--- src/rtl/uart_tx_frame.sv ---
// Parametrised UART transmitter: configurable data width, optional parity, 1 or 2 stop bits,
// zero-gap back-to-back frames on a valid/ready producer interface.
module uart_tx_frame #(
    parameter int CLK_HZ      = 50000000,
    parameter int BAUD_RATE   = 115200,
    parameter int DATA_BITS   = 8,
    parameter int PARITY_MODE = 0,
    parameter int STOP_BITS   = 1
) (
    input  logic                 clk,
    input  logic                 rst,
    input  logic                 tx_valid,
    input  logic [DATA_BITS-1:0] tx_data,
    output logic                 tx_ready,
    output logic                 txd,
    output logic                 tx_busy,
    output logic                 tx_done
);

    localparam int CLKS_PER_BIT = CLK_HZ / BAUD_RATE;
    localparam int TW = (CLKS_PER_BIT > 1) ? $clog2(CLKS_PER_BIT) : 1;
    localparam logic [TW-1:0] LAST_TICK  = TW'(CLKS_PER_BIT - 1);
    localparam logic [TW-1:0] READY_TICK = TW'(CLKS_PER_BIT - 2);
    localparam logic [3:0]    LAST_BIT   = 4'(DATA_BITS - 1);
    localparam logic          LAST_STOP  = 1'(STOP_BITS - 1);

    generate
        if (DATA_BITS < 5 || DATA_BITS > 9 || PARITY_MODE < 0 || PARITY_MODE > 2 ||
            STOP_BITS < 1 || STOP_BITS > 2 || CLKS_PER_BIT < 2) begin : g_param_check
            $error("uart_tx_frame: illegal parameter combination");
        end
    endgenerate

    typedef enum logic [2:0] {
        IDLE,
        START,
        DATA,
        PARITY,
        STOP
    } state_t;

    state_t               state, state_next;
    logic [TW-1:0]        timer, timer_next;
    logic [3:0]           bit_cnt, bit_cnt_next;
    logic                 stop_cnt, stop_cnt_next;
    logic [DATA_BITS-1:0] shreg, shreg_next;
    logic                 par_bit, par_next;
    logic                 txd_next, ready_next, busy_next, done_next;
    logic                 bit_end, accept, start_frame, last_stop;

    always_ff @(posedge clk or posedge rst) begin
        if (rst) begin
            state    <= IDLE;
            timer    <= '0;
            bit_cnt  <= '0;
            stop_cnt <= 1'b0;
            shreg    <= '0;
            par_bit  <= 1'b0;
            txd      <= 1'b1;
            tx_ready <= 1'b1;
            tx_busy  <= 1'b0;
            tx_done  <= 1'b0;
        end else begin
            state    <= state_next;
            timer    <= timer_next;
            bit_cnt  <= bit_cnt_next;
            stop_cnt <= stop_cnt_next;
            shreg    <= shreg_next;
            par_bit  <= par_next;
            txd      <= txd_next;
            tx_ready <= ready_next;
            tx_busy  <= busy_next;
            tx_done  <= done_next;
        end
    end

    // Outputs are computed one cycle ahead so every port comes straight from a flop.
    always_comb begin
        state_next    = state;
        timer_next    = timer + TW'(1);
        bit_cnt_next  = bit_cnt;
        stop_cnt_next = stop_cnt;
        shreg_next    = shreg;
        par_next      = par_bit;
        txd_next      = txd;
        ready_next    = 1'b0;
        busy_next     = tx_busy;
        done_next     = 1'b0;
        start_frame   = 1'b0;
        bit_end       = (timer == LAST_TICK);
        accept        = tx_valid && tx_ready;
        last_stop     = (stop_cnt == LAST_STOP);

        case (state)
            IDLE: begin
                timer_next = '0;
                ready_next = 1'b1;
                if (accept) begin
                    start_frame = 1'b1;
                end
            end
            START: begin
                if (bit_end) begin
                    state_next   = DATA;
                    timer_next   = '0;
                    bit_cnt_next = '0;
                    txd_next     = shreg[0];
                    shreg_next   = shreg >> 1;
                end
            end
            DATA: begin
                if (bit_end) begin
                    timer_next = '0;
                    if (bit_cnt == LAST_BIT) begin
                        if (PARITY_MODE != 0) begin
                            state_next = PARITY;
                            txd_next   = par_bit;
                        end else begin
                            state_next    = STOP;
                            stop_cnt_next = 1'b0;
                            txd_next      = 1'b1;
                        end
                    end else begin
                        bit_cnt_next = bit_cnt + 4'd1;
                        txd_next     = shreg[0];
                        shreg_next   = shreg >> 1;
                    end
                end
            end
            PARITY: begin
                if (bit_end) begin
                    state_next    = STOP;
                    timer_next    = '0;
                    stop_cnt_next = 1'b0;
                    txd_next      = 1'b1;
                end
            end
            STOP: begin
                if (last_stop && timer == READY_TICK) begin
                    ready_next = 1'b1;
                end
                if (bit_end) begin
                    timer_next = '0;
                    if (!last_stop) begin
                        stop_cnt_next = 1'b1;
                    end else begin
                        // The final stop cycle doubles as an accept slot so frames can abut.
                        done_next = 1'b1;
                        if (accept) begin
                            start_frame = 1'b1;
                        end else begin
                            state_next = IDLE;
                            busy_next  = 1'b0;
                            ready_next = 1'b1;
                            txd_next   = 1'b1;
                        end
                    end
                end
            end
            default: begin
                state_next = IDLE;
            end
        endcase

        if (start_frame) begin
            state_next = START;
            timer_next = '0;
            shreg_next = tx_data;
            par_next   = (PARITY_MODE == 2) ? ~(^tx_data) : (^tx_data);
            txd_next   = 1'b0;
            busy_next  = 1'b1;
            ready_next = 1'b0;
        end
    end

endmodule

--- config.mk ---
export PLATFORM = sky130hd
export DESIGN_NAME = uart_tx_frame
export DESIGN_NICKNAME = d
export VERILOG_FILES = /design/src/rtl/uart_tx_frame.sv
export SDC_FILE = /design/constraint.sdc
export NUM_CORES = 1
export LEC_CHECK = 0
export CORE_MARGIN = 5
export CORE_UTILIZATION = 56
export DETAILED_ROUTE_END_ITERATION = 6
export PLACE_DENSITY = 0.78
export SLEW_MARGIN = 5
export SYNTH_ARGS = -nofsm -noshare
export SYNTH_HDL_FRONTEND = slang
export SYNTH_SLANG_ARGS = --single-unit
--- constraint.sdc ---
create_clock -name clk -period 2.1 [get_ports clk]
set_input_delay 0.315 -clock clk [delete_from_list [all_inputs] [get_ports clk]]
set_output_delay 0.315 -clock clk [all_outputs]
set_load 0.005 [all_outputs]
==> flow_summary.yaml <==
clock_tree:
  cts_tree: "done"
  cts_resized: 0
  clock-root-buffer: "clkbuf_4"
  clock_latency_ns: 0.34
  hold_buffers: 0
  cts.reportedPaths.clkPinSlew_ns: 0.15
  clock_sinks: 28
  numCtsBuffers: 3
  cts_setup_buffers: 0
  ctsLongestPathBuffers: 2
  ctsHtreeMaxLevel: 1
synthesis:
  yosys.area.top_type: "dfrtp_1"
  synth_xor_area_share_pct: 3.91
  synth_compound_area_share_pct: 19.9
  yosysMostFrequentCell: "dfrtp_1"
  synthCells: 153
  ys_ff_latch: 28
  synth_area_leaders: "dfrtp_1 (42%), o21ai_0 (4.2%), a2bb2oi_1 (3.9%)"
  yosys_warnings: 0
  synth_fa_ha_area_share_pct: 3.91
  synth_fp_nets: 168
  synth_top_area_share_pct: 41.5
  synth.distinct_cells: 47
  synth-main-ff-cell: "dfrtp_1"
  async_flop_share_pct: 100
  synth_area_um2: 1570
  avgSynthCellArea_um2: 10.2
  synth_top_family_by_area: "simple AND/OR/NAND/NOR gates"
  synth_common_cells: "dfrtp_1 (26), nor2_1 (15), o21ai_0 (13)"
  synth_edf_count: 0
  yosysSeqAreaShare_pct: 44.9
  muxShareOfSynthArea_pct: 0
  synth-simple-area-share_pct: 21.2
global_route:
  gr-total-overflow: 0
  grt_usage_pct: 16.7
  grt_antenna_before_repair: 0
  grt_pass1_wl_um: 5400
  grt_max_degree: 29
  grt_pass1_vias: 1218
route:
  drtIter0Drc: 54
  drt-pass1-iter-count: 4
  vias: 1230
  ant_nets: 0
  drcViolationCount: 0
  via_per_inst: 6.28
  wl_per_cell_um: 16.0
  wirelength_um: 3140
critical_path:
  end_kind: "register"
  worstPathArrival_ns: 2.04
  path_class: "register to register"
  reg2reg_depth: 7
  path_max_fanout: 7
  critPathRequiredTime_ns: 2.36
  worstSetupStartpointType: "register"
outcome:
  status: "finished clean"
die:
  rows: 19
  boundaryPins: 15
  die_x_um: 62.9
  die_y_um: 62.9
  die-area_um2: 3960
  core_um2: 2710
  start_util_pct: 57.8
finish:
  nFillCells: 227
  final_util_pct: 63.7
  area_growth_pct: 10.2
  final_nets: 181
  num_antenna_cells: 0
  drive_gt1_share_pct: 12.1
timing:
  min_period_ns: 1.78
  timing.fmax_ghz: 0.562
  hold_violations: 0
  fin_skew_ns: 0.00844
  slew_headroom_pct: 69.3
  worstMarginPinSlew_ns: 0.461
  tns_ns: 0
  finalSetupViolCount: 0
  slew_violations: 0
  fin_crit_sh_pct: 84.7
  rsz0062_at_grt: "no"
job:
  max_cap_violations: 0
pwr:
  power.total_w: 0.000807
  vdd_drop_max_v: 0.000364
  p_per_area_nw_per_um2: 467
  p_leak_nw: 0.686
placed_design:
  gp_congestion: 0.846
  io_buffers: 14
  dp_hpwl_um: 2270
min_path:
  min_path_type: "input port to asynchronous set/reset pin"
==> metal layers <==
| metal | routed length [um] | global-route usage, % | vias up |
|---|---|---|---|
| li1 | - | - | 582 |
| met1 | 1320 | 20.1 | 619 |
| met5 | 0 | 0 | - |
| met3 | 68 | 1.62 | 5 |
| met2 | 1690 | 29.4 | 24 |
| met4 | 60 | 8.22 | 0 |
==> flip-flops by register name, indices dropped and copies added, names as in the netlist <==
name and count:
bit_cnt 4, shreg 8, state 3, timer 9, tx_busy 1, tx_done 1
tx_ready 1, txd 1
==> critical path, stage by stage (launching register included) <==
cell	delay [ns]
dfrtp_1	0.45
inv_1	0.10
ha_1	0.20
nand4bb_4	0.15
o21ai_1	0.38
buf_4	0.23
a32oi_1	0.06
a2bb2oi_1	0.15
==> worst paths after layout <==
| check | slack [ns] | startpoint | endpoint |
|---|---|---|---|
| setup / recovery | 0.32 | timer[1] | shreg[5] |
| hold / removal | 0.32 | rst | timer[4] |
| setup reg to reg | 0.32 | timer[1] | shreg[5] |
| hold reg to reg | 0.52 | bit_cnt[0] | bit_cnt[0] |
| max in group asynchronous | 1.46 | rst | txd |
| min in group clk | 0.52 | bit_cnt[0] | bit_cnt[0] |
==> metrics by stage <==
stage / area [um2] / setup WS, ns / cells / hold WS, ns
finish: 1730 / 0.321 / 196 / 0.316
global route: 1730 / 0.148 / 196 / 0.350
CTS: 1730 / 0.310 / 196 / 0.322
detailed placement: 1700 / 0.340 / 192 / 0.506
global placement: 1700 / 0.437 / 192 / 0.481
floorplan: 1570 / 0.497 / 153 / 0.379
==> cells by family after synthesis <==
group           Yosys count
xor+xnor                  7
fa+ha+maj                 5
flops                    28
compound gates           43
buf+inv                  16
simple gates             54
==> cell usage in the layout, fill, tap and decap left out, drive strengths merged, types with 2 or more instances in the layout <==
cell type / Yosys / routed
nand4: 4 / 4
inv: 6 / 6
clkdlybuf4s50: 0 / 14
buf: 8 / 4
nor3: 2 / 2
xor2: 6 / 6
a21oi: 3 / 3
a311oi: 2 / 2
a2bb2oi: 7 / 7
nand3: 7 / 7
a32oi: 7 / 7
or2: 3 / 3
o31ai: 2 / 2
nand2: 9 / 9
nor2b: 2 / 2
nand4b: 2 / 2
ha: 4 / 4
clkbuf: 2 / 4
o21ai: 16 / 16
dfstp: 2 / 2
dfrtp: 26 / 26
o2bb2ai: 2 / 2
nor2: 16 / 16
==> report_power, final <==
part	leakage [nW]	internal, W	switching, W
registers	0.323	0.000540	0
clock network	0.0150	0.0000747	0.000158
logic	0.348	0.0000206	0.0000135
==> cell type report <==
| class | count | area [um2] | share of cell area [%] |
|---|---|---|---|
| timing repair buffer | 18 | 170 | 9.86 |
| sequential | 28 | 703 | 40.7 |
| multi-input combinational | 109 | 766 | 44.3 |
| clock buffer | 4 | 26.3 | 1.52 |
| tap | 31 | 38.8 | 2.25 |
| inverter | 6 | 22.5 | 1.30 |
(Power assumes the default switching activity.)
